===== config.mk =====
export PLATFORM = sky130hd
export DESIGN_NAME = fdiv_bfloat16_seq
export DESIGN_NICKNAME = d
export VERILOG_FILES = /design/src/rtl/fdiv_bfloat16_seq.sv
export SDC_FILE = /design/constraint.sdc
export NUM_CORES = 1
export LEC_CHECK = 0
export ABC_AREA = 1
export CORE_MARGIN = 5
export CORE_UTILIZATION = 45
export CTS_CLUSTER_DIAMETER = 150
export DETAILED_ROUTE_END_ITERATION = 12
export GPL_ROUTABILITY_DRIVEN = 1
export GPL_TIMING_DRIVEN = 0
export HOLD_SLACK_MARGIN = 0.15
export PLACE_DENSITY = 0.66
export SETUP_SLACK_MARGIN = 0.3
export SLEW_MARGIN = 20
export SYNTH_ARGS = -nofsm -noshare
export SYNTH_HDL_FRONTEND = slang
export SYNTH_SLANG_ARGS = --single-unit

===== constraint.sdc =====
create_clock -name clk -period 5.4 [get_ports clk]
set_clock_uncertainty 0.05 [all_clocks]
set_input_delay 1.08 -clock clk [delete_from_list [all_inputs] [get_ports clk]]
set_output_delay 1.08 -clock clk [all_outputs]
set_load 0.01 [all_outputs]

===== src/rtl/fdiv_bfloat16_seq.sv =====
// fdiv_bfloat16_seq
//   Iterative bfloat16 divider, q = a / b. The mantissas are divided by a
//   restoring radix-2 loop that retires one quotient bit per clock, giving
//   9 quotient bits: 1 integer bit and 8 fraction bits. The result is
//   truncated. Special operands (zero, inf, NaN) skip the loop and go
//   straight to the result state. Denormal operands are flushed to zero.
//
// Ports
//   clk        single clock, rising edge
//   rst        synchronous active-high reset
//   in_valid   operands a/b valid
//   in_ready   high when idle and able to accept operands
//   a, b       dividend / divisor, bfloat16 {s, e[7:0], m[6:0]}
//   out_valid  quotient valid; held until out_ready
//   out_ready  downstream accepts the quotient
//   q          quotient, bfloat16
//   busy       high while computing or holding a result
module fdiv_bfloat16_seq #(
  parameter int QBITS = 9,    // 1 integer + 8 fraction bits; fixed by the format
  parameter int BIAS  = 127
) (
  input  logic        clk,
  input  logic        rst,
  input  logic        in_valid,
  output logic        in_ready,
  input  logic [15:0] a,
  input  logic [15:0] b,
  output logic        out_valid,
  input  logic        out_ready,
  output logic [15:0] q,
  output logic        busy
);

  typedef enum logic [1:0] {IDLE, CALC, DONE} state_t;

  state_t state_reg, state_next;

  logic [7:0]        ma_reg, mb_reg;
  logic              sign_reg;
  logic signed [9:0] e_reg;
  logic [9:0]        r_reg;
  logic [QBITS-2:0]  quot_reg;   // earlier quotient bits; the newest bit joins in quot_new
  logic [3:0]        cnt_reg;
  logic [15:0]       q_reg;

  // ---------------- operand classification (evaluated at accept) ----------
  logic [7:0]        a_exp, b_exp;
  logic              a_zero, b_zero, a_inf, b_inf;
  logic              is_nan, is_inf, is_zero, special;
  logic              sign_in;
  logic [15:0]       special_q;
  logic signed [9:0] e_init;

  assign a_exp   = a[14:7];
  assign b_exp   = b[14:7];
  assign a_zero  = (a_exp == 8'h00);
  assign b_zero  = (b_exp == 8'h00);
  assign a_inf   = (a_exp == 8'hFF);
  assign b_inf   = (b_exp == 8'hFF);
  assign sign_in = a[15] ^ b[15];

  assign is_nan  = (a_zero & b_zero) | (a_inf & b_inf);
  assign is_inf  = b_zero | a_inf;
  assign is_zero = a_zero | b_inf;
  assign special = is_nan | is_inf | is_zero;

  // Priority order matters: 0/0 and inf/inf must win over the inf/zero rules.
  always_comb begin
    special_q = {sign_in, 15'h0000};
    if (is_nan)
      special_q = 16'h7FC0;
    else if (is_inf)
      special_q = {sign_in, 8'hFF, 7'h00};
  end

  assign e_init = $signed({2'b00, a_exp} - {2'b00, b_exp} + 10'(BIAS));

  // ---------------- one restoring-division step ---------------------------
  logic              ge;
  logic [9:0]        r_sub, r_shift;
  logic [QBITS-1:0]  quot_new;
  logic              last_iter;

  assign ge        = (r_reg >= {2'b00, mb_reg});
  assign r_sub     = ge ? (r_reg - {2'b00, mb_reg}) : r_reg;
  // r_sub < mb <= 255 after the step, so the shift never loses a set bit.
  assign r_shift   = r_sub << 1;
  assign quot_new  = {quot_reg, ge};
  assign last_iter = (cnt_reg == 4'(QBITS - 1));

  // ---------------- normalisation of the finished quotient ----------------
  // With both mantissas in [1,2) the quotient lies in (0.5,2), so at most
  // one left shift is needed: if the integer bit is 0, bit 7 is set.
  logic signed [9:0] exp_n;
  logic [6:0]        mant_n;
  logic [15:0]       norm_q;

  always_comb begin
    if (quot_new[QBITS-1]) begin
      exp_n  = e_reg;
      mant_n = quot_new[7:1];
    end else begin
      exp_n  = e_reg - 10'sd1;
      mant_n = quot_new[6:0];
    end
    if (exp_n >= 10'sd255)
      norm_q = {sign_reg, 8'hFF, 7'h00};
    else if (exp_n <= 10'sd0)
      norm_q = {sign_reg, 15'h0000};
    else
      norm_q = {sign_reg, exp_n[7:0], mant_n};
  end

  // ---------------- control FSM -------------------------------------------
  always_ff @(posedge clk) begin
    if (rst)
      state_reg <= IDLE;
    else
      state_reg <= state_next;
  end

  always_comb begin
    state_next = state_reg;
    case (state_reg)
      IDLE: if (in_valid) state_next = special ? DONE : CALC;
      CALC: if (last_iter) state_next = DONE;
      DONE: if (out_ready) state_next = IDLE;
      default: state_next = IDLE;
    endcase
  end

  // ---------------- datapath registers ------------------------------------
  always_ff @(posedge clk) begin
    if (rst) begin
      ma_reg   <= '0;
      mb_reg   <= '0;
      sign_reg <= 1'b0;
      e_reg    <= '0;
      r_reg    <= '0;
      quot_reg <= '0;
      cnt_reg  <= '0;
      q_reg    <= '0;
    end else begin
      case (state_reg)
        IDLE: if (in_valid) begin
          ma_reg   <= {1'b1, a[6:0]};
          mb_reg   <= {1'b1, b[6:0]};
          sign_reg <= sign_in;
          e_reg    <= e_init;
          r_reg    <= {3'b001, a[6:0]};
          quot_reg <= '0;
          cnt_reg  <= '0;
          if (special) q_reg <= special_q;
        end
        CALC: begin
          r_reg    <= r_shift;
          quot_reg <= quot_new[QBITS-2:0];
          cnt_reg  <= cnt_reg + 4'd1;
          if (last_iter) q_reg <= norm_q;
        end
        default: ;
      endcase
    end
  end

  assign in_ready  = (state_reg == IDLE);
  assign out_valid = (state_reg == DONE);
  assign busy      = (state_reg != IDLE);
  assign q         = q_reg;

endmodule


==> results of run 1 <==
[cell type report]
class                      instances  area (um2)
buffer                            22         110
clock buffer                      12         165
clock inverter                     4        47.5
fill                             817        3530
inverter                          77         289
multi-input combinational        420        2220
sequential                        59        1180
tap                              105         131
timing repair buffer              54         541
[worst min path at each step]
stage | slack [ns] | cells past startpoint | start | endpoint
after global routing | 0.44 | 2 | sign_reg$_SDFFE_PP0P_ | sign_reg$_SDFFE_PP0P_
after CTS | 0.40 | 2 | sign_reg$_SDFFE_PP0P_ | sign_reg$_SDFFE_PP0P_
after detailed placement | 0.39 | 2 | sign_reg$_SDFFE_PP0P_ | sign_reg$_SDFFE_PP0P_
final | 0.41 | 2 | sign_reg$_SDFFE_PP0P_ | sign_reg$_SDFFE_PP0P_
after floorplan | 0.37 | 2 | sign_reg$_SDFFE_PP0P_ | sign_reg$_SDFFE_PP0P_
after global placement | 0.39 | 2 | sign_reg$_SDFFE_PP0P_ | sign_reg$_SDFFE_PP0P_
[routing by layer]
layer  vias to the layer above  GRT usage  share of wire
met3                        16     0.0396          0.057
met2                       116      0.361           0.47
li1                       2040          -              -
met1                      1815      0.273           0.45
met5                         -          0              0
met4                         0     0.0727          0.021
[critical path, delay by kind of cell]
kind                     cells  cell delay [ns]
buffers and inverters        5             0.77
AND/OR/NAND/NOR              8             0.84
adder cells (fa/ha/maj)      3             0.77
[placed cells by master (no fill, tap or decap), drive strengths merged, types with 2 or more instances in the layout]
master	count
nor3	8
inv	77
o31ai	2
nand4	19
xnor2	7
dfxtp	59
a31oi	2
clkinv	2
buf	9
nand3b	3
a21oi	64
clkbuf	25
nand2	114
o211ai	2
ha	20
o21bai	3
fa	2
clkdlybuf4s50	54
nand3	39
xor2	8
a21o	2
o21ai	59
nor2	62
[power groups by stage]
stage                     Clock, W  Combinational, W  Sequential, W
after floorplan                  0          0.000608       0.000570
after global placement           0          0.000857       0.000569
after detailed placement         0          0.000867       0.000571
after CTS                 0.000439          0.000873       0.000563
after global routing      0.000461          0.000989       0.000573
final                     0.000435          0.000879       0.000564
[per-stage QoR]
stage	cell area (um2)	setup slack (ns)
after CTS	4690	2.11
final	4690	2.14
after detailed placement	4480	1.76
after global placement	4480	1.79
after global routing	4690	1.82
after floorplan	3800	2.52
[cells by family after synthesis]
| kind of cell | share of synthesized area |
|---|---|
| buffers and inverters | 0.105 |
| adders and majority gates | 0.0763 |
| and+or+nand+nor | 0.284 |
| DFF | 0.310 |
| AOI/OAI and AO/OA | 0.187 |
| xor gates and xnor gates | 0.0345 |
| muxes | 0.00263 |
==> impl_results.md, run 1 <==
* Largest register FFs at 16
* Detailed Place HPWL at 8200 um
* Wirelength per Cell at 14.2 um
* # diodes at 0
* PostCTS Resize Cnt at 0
* Worst setup endpoint: e_reg[8]$_SDFFE_PP0P_
* Average size of a mapped cell at 6.58 um2
* Hold slack at 0.406 ns
* Worst-path clk slew at 0.08 ns
* Row count at 33
* Crit path kind: in -> reg
* Relative slew margins at 0.562
* Root Driver: clkbuf_8
* Register area share after synthesis at 0.310
* DRT Wirelength at 10700 um
* Final hold viol count at 0
* Cells after Synth at 578
* Final #Nets at 701
* Die width at 102 um
* Top FF cell, synth: dfxtp_1
* VDD IR max at 0.000147 V
* Vias in the first global route at 3748
* Critical Path Max Stage Delay at 0.50 ns
* Endpoints failing setup at 0
* Yosys warning count at 0
* Critical-path cell list: clkdlybuf4s50_1, inv_1, ha_1, inv_1, fa_1, inv_1, ha_1, inv_1, nor2_1, nand2_1, nor2_1, nand3_1, nand3_1, nand2_1, nor2_1, nor2_1
* Post-synth top cells: 111 x nand2_1, 69 x inv_1, 64 x a21oi_1, 59 x dfxtp_1, 59 x o21ai_0
* Power Density at 400 nW/um2
* Fin util at 0.571
* Sw Pwr at 0.000785 W
* Yosys top cell by area: dfxtp_1
* First-pass GRT wire length at 17500 um
* Total power at 0.00188 W
* Max Clk Rate at 306 MHz
* Area Growth Syn to Fin at 23.2%
* Num CTS Buffers at 9
* Tcrit/Tclk final at 0.604
* Routability-driven placement congestion ratio at 0.943
* Most common cell in the synthesized netlist: nand2_1
* R2r startpoint: r_reg[0]$_SDFFE_PP0P_
* Fin. max-slew vios at 0
* Total negative setup slack at 0 ns
* Clk sink count at 59
* RSZ-0062 raised after global routing: false
* Sw frac at 0.418
* Worst Setup SP: a[7]
* Post-Syn Area at 3800 um2
* Type of destination of the critical path: register
* Worst Tran Pin Value at 0.658 ns
* Via count at 3987
* Core area at 8220 um2
* Clock power share at 0.232
* Flop pwr share at 0.300
* R2r setup slk at 3.04 ns
* Gr usage total at 0.213
* Post-CTS setup buffers at 0
* Leakage at 2.10 nW
* Die area at 10400 um2
* Crit-path max FO at 3
* P_int at 0.00109 W
* Tmin final at 3.26 ns
* Initial core utilization at 0.463
* Worst Hold Class: reg -> reg
* DRC at 0
* Post-synth cell types at 34
* Proportion of layout cells with a drive suffix above 1 at 0.0694
* H-tree lvl count at 3
* Total placed cells including tap cells at 737
* CTS tree: yes
* Total grt overflow at 0
* Clock Latency Late Sink at 0.35 ns
* CTS Hold Bufs at 0
* Gate power share at 0.468
* Top post-synthesis cells by area: dfxtp_1 31%, nand2_1 11%, a21oi_1 8.4%
* Max-Cap Viols at 0
* Synth Register Bits at 59
* Die Span Y at 102 um
* Initial DRT Pass Iterations at 4
* Initial antenna violation count at 0
* Number of placed I/O pins at 55
* Worst Path Required at 5.58 ns
* Pin count of the biggest net entering global routing at 11
* Setup crit start kind: primary input
* Outcome: completed
* Asr flop ratio synth at 0
* Worst reg2reg path depth at 12
* Detail Route Antenna Nets at 0
* Area share of the largest cell type after synthesis at 0.310
* Slowest stage cell, crit path: clkdlybuf4s50_1
* Iteration-0 DRC Markers at 172
* Vias per inst at 5.29
* Non-Filler Instances at 753
* Critical path arrival at 3.45 ns
* Worst reg2reg path endpoint: r_reg[5]$_SDFFE_PP0P_
* Post-synth EDFFs at 0
* Syn Nets at 636
* CTS Buffer Depth at 2
* Port bufs at 54
(Power assumes the default switching activity.)
==> run 2: changes to the inputs <==
Settings changed: PLACE_DENSITY 0.66 to 0.69.
Clock period 5.4 ns to 2.95 ns, I/O delays scaled along.
==> impl_results.md, run 2 (synthesis results as in run 1) <==
* Total placed cells including tap cells at 737 (unchanged)
* Hold_sp: sign_reg$_SDFFE_PP0P_
* # diodes at 0 (unchanged)
* Area of the multi-input gates at 2270 um2 (+2.2%)
* First-pass GRT wire length at 17800 um (+1.9%)
* RSZ-0062 raised after global routing: true
* Placed inst area at 4480 um2 (unchanged)
* Tmin final at 2.47 ns
* Detailed Place HPWL at 8060 um (-1.8%)
* R2r startpoint: r_reg[0]$_SDFFE_PP0P_
* Fin util at 0.576 (+0.00518)
* Clk sink count at 59 (unchanged)
* Power Density at 721 nW/um2 (+80%)
* FF+latch area at 1180 um2 (unchanged)
* Largest register FFs at 16 (unchanged)
* CTS tree: yes
* Detail Route Antenna Nets at 0 (unchanged)
* Row count at 33 (unchanged)
* Leading cell type in the layout, fill and taps excluded: nand2_1
* Vias per inst at 5.27 (-0.51%)
* Worst Hold Class: reg -> reg
* Root Driver: clkbuf_8
* Crit-path max FO at 3 (unchanged)
* Fillers at 829 (+1.5%)
* Critical path arrival at 2.70 ns (-0.75 ns)
* DRC at 0 (unchanged)
* Worst reg2reg path depth at 12 (unchanged)
* Gr usage total at 0.212 (-0.000882)
* Die area at 10400 um2 (unchanged)
* Via count at 3956 (-0.78%)
* Initial DRT Pass Iterations at 5 (+1)
* Worst Tran Pin Value at 0.590 ns (-0.0680 ns)
* VDD IR max at 0.000344 V (+130%)
* Core area at 8220 um2 (unchanged)
* Die width at 102 um (unchanged)
* Max Clk Rate at 405 MHz
* Fin. max-slew vios at 0 (unchanged)
* Vias in the first global route at 3930 (+4.9%)
* Number of placed I/O pins at 55 (unchanged)
* Worst Hold Endpoint: sign_reg$_SDFFE_PP0P_
* Leakage at 2.13 nW (+1.2%)
* Most frequent cells in the layout: 110 x nand2_1, 68 x inv_1, 64 x a21oi_1
* Worst Path Required at 3.18 ns (-2.40 ns)
* DRT Wirelength at 10400 um (-3.0%)
* Critical Path Max Stage Delay at 0.50 ns (about the same)
* Cell count of the worst hold path at 2 (unchanged)
* Worst-path clk slew at 0.07 ns (about the same)
* Proportion of layout cells with a drive suffix above 1 at 0.0836 (+0.0141)
* Pin count of the biggest net entering global routing at 11 (unchanged)
* Tcrit/Tclk final at 0.837
* Endpoints failing setup at 0 (unchanged)
* Area Growth Syn to Fin at 24.4%
* Wirelength per Cell at 13.8 um (-2.8%)
* Outcome: completed
* Num CTS Buffers at 9 (unchanged)
* Initial core utilization at 0.463 (unchanged)
* Setup crit start kind: primary input
* Iteration-0 DRC Markers at 257 (+49%)
* Critical-path cell list: clkdlybuf4s50_1, inv_1, fa_2, xnor2_2, inv_1, nor3_2, nand3_1, nor2_1, nand2_1, nand2_1, nand3_1, a21oi_1
* CTS Buffer Depth at 2 (unchanged)
* Non-Filler Instances at 751 (-0.27%)
* Clock Latency Late Sink at 0.35 ns (about the same)
* Routability-driven placement congestion ratio at 0.927 (-1.7%)
* Die Span Y at 102 um (unchanged)
* H-tree lvl count at 3 (unchanged)
* Crit path kind: in -> reg
* Relative slew margins at 0.606 (+0.0439)
* Initial antenna violation count at 0 (unchanged)
* Max-Cap Viols at 0 (unchanged)
* Final hold viol count at 0 (unchanged)
* Worst reg2reg path endpoint: r_reg[5]$_SDFFE_PP0P_
* Final #Nets at 701 (unchanged)
* Total grt overflow at 0 (unchanged)
* Final instance area at 4730 um2 (+0.91%)
* Total negative setup slack at 0 ns (unchanged)
* Port bufs at 54 (unchanged)
* Slowest stage cell, crit path: clkdlybuf4s50_1
* R2r setup slk at 0.60 ns (-2.44 ns)
* Type of destination of the critical path: register
* CTS Hold Bufs at 0 (unchanged)
## run 2: worst max path at each step
stage                                  endpoint  cells past startpoint  slack [ns]  startpoint
after floorplan           e_reg[9]$_SDFFE_PP0P_                     13        0.56        a[7]
after CTS                 e_reg[7]$_SDFFE_PP0P_                     13        0.30        b[7]
after detailed placement  e_reg[7]$_SDFFE_PP0P_                     13       -0.21        b[7]
final                     e_reg[7]$_SDFFE_PP0P_                     12        0.48        b[8]
after global routing      e_reg[7]$_SDFFE_PP0P_                     12        0.26        b[8]
after global placement    e_reg[7]$_SDFFE_PP0P_                     13       -0.17        b[7]
## run 2: layout make-up
type / instances / area share
multi-input cells: 420 / 0.481
flip-flops and latches: 59 / 0.250
repair buffers: 54 / 0.115
inverters: 77 / 0.0611
clock buffers: 12 / 0.0349
well taps: 105 / 0.0278
plain buffers: 22 / 0.0233
clock inverters: 2 / 0.00740
## run 2: worst max-delay path, delay by kind of cell
kind | cells | cell delay, ns
buffers and inverters | 3 | 0.68
AND/OR/NAND/NOR | 6 | 0.74
XOR/XNOR | 1 | 0.16
AO/OA/AOI/OAI | 1 | 0.14
adder cells (fa/ha/maj) | 1 | 0.39
## run 2: timing repair
| action | CTS | global route |
|---|---|---|
| buffers inserted | 0 | 0 |
| endpoints found under the setup margin | 3 | 6 |
| pin swaps | 2 | 1 |
| hold endpoints to repair | 0 | 0 |
| resized for setup | 7 | 8 |
## run 2: per-stage QoR
step           hold slack [ns]  worst slack (ns)  total power (W)
2_1_floorplan            0.374             0.563          0.00216
3_3_place_gp             0.400            -0.167          0.00260
3_5_place_dp             0.403            -0.205          0.00263
4_1_cts                  0.412             0.297          0.00340
5_1_grt                  0.446             0.258          0.00368
6_report                 0.414             0.480          0.00341
## run 2: power breakdown
part           internal, W  switching (W)  total, W
combinational     0.000621       0.000997   0.00162
sequential        0.000932      0.0000982   0.00103
clock             0.000448       0.000313  0.000761
## run 2: layer usage
metal / up-vias / wire, um / share of wire / global-route usage
li1: 2042 / - / - / -
met1: 1780 / 4850 / 0.47 / 0.282
met2: 109 / 4740 / 0.46 / 0.343
met3: 25 / 453 / 0.044 / 0.0334
met4: 0 / 320 / 0.031 / 0.0908
met5: - / 0 / 0 / 0
==> run 3: changes to the inputs <==
Clock period 2.95 ns to 2.1 ns, I/O delays scaled along.
==> impl_results.md, run 3 (synthesis results as in run 1) <==
* Area Growth Syn to Fin at 48.1%
* DRC at 0 (unchanged)
* Worst Tran Pin Value at 0.666 ns (+0.0763 ns)
* Initial core utilization at 0.463 (unchanged)
* Row count at 33 (unchanged)
* First-pass GRT wire length at 18700 um (+5.0%)
* Hold_sp: sign_reg$_SDFFE_PP0P_
* Max-Cap Viols at 0 (unchanged)
* Final #Nets at 746 (+6.4%)
* Gr usage total at 0.227 (+0.0148)
* # diodes at 0 (unchanged)
* Worst-path clk slew at 0.08 ns (about the same)
* Endpoints failing setup at 0 (unchanged)
* Outcome: completed
* Final instance area at 5640 um2 (+19%)
* Final hold viol count at 0 (unchanged)
* Total grt overflow at 0 (unchanged)
* Worst reg2reg path depth at 13 (+1)
* Vias per inst at 5.37 (+1.9%)
* Root Driver: clkbuf_8
* Most frequent cells in the layout: 88 x nand2_1, 51 x a21oi_1, 50 x inv_1
* Worst Path Required at 2.28 ns (-0.90 ns)
* Vias in the first global route at 4003 (+1.9%)
* Fin util at 0.686 (+0.110)
* Tmin final at 2.04 ns
* Leading cell type in the layout, fill and taps excluded: nand2_1
* Type of destination of the critical path: register
* Crit path kind: in -> reg
* Num CTS Buffers at 9 (unchanged)
* Via count at 4276 (+8.1%)
* Pin count of the biggest net entering global routing at 11 (unchanged)
* Die width at 102 um (unchanged)
* CTS Buffer Depth at 2 (unchanged)
* Clock Latency Late Sink at 0.35 ns (about the same)
* CTS tree: yes
* Initial antenna violation count at 0 (unchanged)
* H-tree lvl count at 3 (unchanged)
* Leakage at 2.42 nW (+14%)
* Detailed Place HPWL at 8190 um (+1.6%)
* Worst reg2reg path endpoint: r_reg[7]$_SDFFE_PP0P_
* Critical path arrival at 2.22 ns (-0.48 ns)
* Placed inst area at 4580 um2 (+2.3%)
* Fin. max-slew vios at 0 (unchanged)
* Port bufs at 54 (unchanged)
* CTS Hold Bufs at 0 (unchanged)
* Power Density at 1000 nW/um2 (+39%)
* Proportion of layout cells with a drive suffix above 1 at 0.311 (+0.227)
* Die Span Y at 102 um (unchanged)
* Number of placed I/O pins at 55 (unchanged)
* VDD IR max at 0.000595 V (+73%)
* Routability-driven placement congestion ratio at 0.890 (-4.0%)
* Largest register FFs at 16 (unchanged)
* Cell count of the worst hold path at 2 (unchanged)
* Crit-path max FO at 3 (unchanged)
* R2r setup slk at 0.12 ns (-0.48 ns)
* Detail Route Antenna Nets at 0 (unchanged)
* Worst Setup SP: a[7]
* Fillers at 693 (-16%)
* Die area at 10400 um2 (unchanged)
* Core area at 8220 um2 (unchanged)
* Setup crit start kind: primary input
* Clk sink count at 59 (unchanged)
* Initial DRT Pass Iterations at 5 (unchanged)
* Iteration-0 DRC Markers at 211 (-18%)
* Worst Hold Endpoint: sign_reg$_SDFFE_PP0P_
* Relative slew margins at 0.556 (-0.0494)
* Max Clk Rate at 490 MHz
* RSZ-0062 raised after global routing: true
* Wirelength per Cell at 15.2 um (+10%)
* R2r startpoint: r_reg[0]$_SDFFE_PP0P_
* DRT Wirelength at 12100 um (+17%)
* Worst Hold Class: reg -> reg
* Tcrit/Tclk final at 0.971
## run 3: worst max path at each step
stage / to / slack, ns / cells past startpoint
finish: e_reg[8]$_SDFFE_PP0P_ / 0.06 / 15
global placement: e_reg[8]$_SDFFE_PP0P_ / -0.89 / 16
global route: e_reg[9]$_SDFFE_PP0P_ / -0.03 / 14
detailed placement: e_reg[8]$_SDFFE_PP0P_ / -0.92 / 16
CTS: e_reg[7]$_SDFFE_PP0P_ / 0.12 / 14
floorplan: e_reg[8]$_SDFFE_PP0P_ / -0.04 / 15
## run 3: power breakdown
part	switching, W	internal (W)	total, W	leakage [nW]
Combinational	0.00183	0.00142	0.00325	1.85
Clock	0.000479	0.000447	0.000926	0.0839
Sequential	0.000169	0.00132	0.00149	0.489
Total	0.00247	0.00318	0.00566	2.42
## run 3: what timing repair did
action	4_1_cts	5_1_grt
pin swaps	48	54
gates cloned	3	0
gates resized for setup	118	76
endpoints found under the setup margin	51	45
setup buffers	27	15
## run 3: final cells by class
| class | count | area (um2) | area share |
|---|---|---|---|
| multi-input cells | 420 | 2760 | 0.489 |
| flip-flops and latches | 59 | 1200 | 0.213 |
| inverters | 77 | 314 | 0.0557 |
| plain buffers | 22 | 131 | 0.0233 |
| clock buffers | 10 | 138 | 0.0244 |
| well taps | 105 | 131 | 0.0233 |
| repair buffers | 99 | 931 | 0.165 |
| clock inverters | 5 | 30.0 | 0.00533 |
## run 3: critical path, stage by stage
cell,delay [ns]
buf_12,0.11
inv_12,0.04
ha_4,0.12
inv_4,0.04
fa_2,0.44
xnor2_2,0.22
inv_2,0.09
nor2_4,0.11
nand2_2,0.08
nor2_4,0.14
nand3_2,0.10
nand3_2,0.07
nand2_1,0.04
nor2_1,0.14
nor2_1,0.06
## run 3: metrics by stage
step | setup TNS (ns) | total power (W) | cells | worst slack (ns) | hold WS, ns
after floorplan | -0.0375 | 0.00314 | 578 | -0.0375 | 0.374
after global placement | -13.05 | 0.00377 | 737 | -0.885 | 0.386
after detailed placement | -14.01 | 0.00381 | 737 | -0.920 | 0.409
after CTS | 0 | 0.00519 | 782 | 0.119 | 0.420
after global routing | -0.0767 | 0.00603 | 797 | -0.0331 | 0.448
final | 0 | 0.00566 | 797 | 0.0604 | 0.419
## run 3: metal layers
layer | vias to the layer above | track usage | part of all wire
met5 | - | 0 | 0
li1 | 2128 | - | -
met3 | 26 | 0.0512 | 0.056
met2 | 146 | 0.380 | 0.49
met4 | 0 | 0.0737 | 0.021
met1 | 1976 | 0.291 | 0.44
==> RTL change (settings of run 3) <==
Encoding of `state_t`: now one-hot (3 bits for 3 states).
--- a/src/rtl/fdiv_bfloat16_seq.sv
+++ b/src/rtl/fdiv_bfloat16_seq.sv
@@ -32,5 +32,5 @@
 );
 
-  typedef enum logic [1:0] {IDLE, CALC, DONE} state_t;
+  typedef enum logic [2:0] {IDLE = 3'b001, CALC = 3'b010, DONE = 3'b100} state_t;
 
   state_t state_reg, state_next;
Check against the original RTL: same outputs for any inputs over 10 cycles, from zero or initial values and one cycle with rst high; not proved beyond that.
==> RTL change against run 3 <==
The flow now finishes with violations (setup timing); non-clock buffer count up 1; sequential cell count is 1 higher; critical path depth fell by 2; cell area increased by 2.3%; via count is 1.1% higher; first-iteration DRC count down 12%; sequential power fell by 11%; synthesized cell count is 1.7% lower; power is 18% lower; sequential share of layout area decreased by 0.18 points; largest cell class unchanged; worst setup slack lost 0.15 ns; synthesized area up 1.2%; largest power group unchanged; wire length grew 2.2%.
==> RTL change: results (changes against run 3) <==
* Status: complete, but fails checks
* Violated checks: setup timing
* Multi-input combinational gate total at 411 (-2.1%)
* Post-Syn Area per Cell at 6.78 um^2 (+3.0%)
* Delay contributed by the slowest stage of the critical path at 0.36 ns (-0.08 ns)
* Adder-cell share of the synthesized area at 0.0754 (-0.000893)
* Detail Placement HPWL at 8030 um (-1.9%)
* Violation count after the first detailed-routing iteration at 185 (-12%)
* VDD IR max at 0.000437 V (-27%)
* Filler cell count in the final layout at 676 (-2.5%)
* Synthesized net count at 626 (-1.6%)
* Routed met3 length at 601 um (-11%)
* Register area share after synthesis at 0.312 (+0.00157)
* Non-filler instance count after layout at 791 (-0.75%)
* Detailed route wirelength on metal2 at 6220 um (+5.3%)
* Combined global-route utilization of all metal layers at 0.227 (about the same)
* Worst relative slew slack at 0.527 (-0.0289)
* Vias in the first global route at 4,125 (+3.0%)
* Final setup vio count at 8 (+8)
* Signal buffers at 122 (+0.83%)
* Maximum number of pins on one net before global-route repair at 13 (+2)
* Number of cells in the design after placement at 726 (-1.5%)
* Mapped Cells at 568 (-1.7%)
* Mux share of post-synthesis cell area at 0 (-0.00263)
* Highest net fanout along the worst path at 4 (+1)
* Total cell area at the placement stage at 4610 um^2 (+0.63%)
* Share of the synthesized area in compound gates (AO/OA/AOI/OAI) at 0.192 (+0.00529)
* Worst min-delay path category: in -> reg
* Buffer share of cell area at 0.193 (+0.00417)
* Post-route worst hold slack at 0.395 ns (-0.0249 ns)
* Worst setup path startpoint: r_reg[0]$_SDFFE_PP0P_
* Wire per inst at 15.7 um (+3.0%)
* Origin of the worst min-delay path: rst
* Quantity of I/O buffers inserted on ports at 53 (-1.9%)
* Worst slack after detailed placement at -0.903 ns (+0.0175 ns)
* Wire length on met1 at 5270 um (-0.19%)
* Final design area excluding fillers at 5770 um^2 (+2.3%)
* Net total in the final layout at 739 (-0.94%)
* Critical register-to-register path endpoint: r_reg[8]$_SDFFE_PP0P_
* Standby leakage power at 0.00242 uW (+0.17%)
* Clk pwr share at 0.209 (+0.045)
* Final worst slack at -0.0888 ns (-0.149 ns)
* Setup TNS at -0.233 ns (-0.233 ns)
* Internal power contribution at 2750 uW (-14%)
* Post-Synth XOR/XNOR Area at 0.0357 (+0.00122)
* Detailed-route vias per instance at 5.47 (+1.9%)
* Power Sequential at 1320 uW (-11%)
* RD Place Congestion at 0.885 (-0.55%)
* Post-synth top cells: nand2_1, a21oi_1, inv_1, dfxtp_1, nor2_1
* Arrival time reported for the critical path endpoint at 2.41 ns (+0.19 ns)
* Global-route wire length before repair at 18,900 um (+1.2%)
* Dominant delay contributor by cell family on the critical path: adder cells
* Biggest area contributors in the synthesized netlist: dfxtp_1, nand2_1, a21oi_1, inv_1, ha_1
-- RTL change: cell count changes after synthesis, sizes merged, moves of 2 or more --
cell	delta
nand3	-10
a21oi	+5
nand4	-5
xnor2	-4
buf	-3
xor2	+3
nor3	+2
nor4	+2
o211ai	+2
o21ai	-2
o31ai	-2
-- RTL change: metal layers --
metal / GRT usage / vias up
met3: 0.0474 / 27
met2: 0.381 / 121
met1: 0.291 / 2079
met5: 0 / -
li1: - / 2096
met4: 0.0757 / 0
-- RTL change: kinds of logic (layout without fill, tap and decap cells) --
kind of cell             after synthesis  count (layout)
AO/OA/AOI/OAI                        140             140
adder cells (fa/ha/maj)               22              22
XOR/XNOR                              14              14
AND/OR/NAND/NOR                      235             235
flip-flops                            60              60
buffers and inverters                 97             215
-- RTL change: repair_timing --
action / 4_1_cts / 5_1_grt
gates resized for setup: 114 / 108
setup endpoints to repair: 60 / 58
gates cloned: 2 / 0
buffers inserted: 29 / 18
pin swaps: 60 / 43
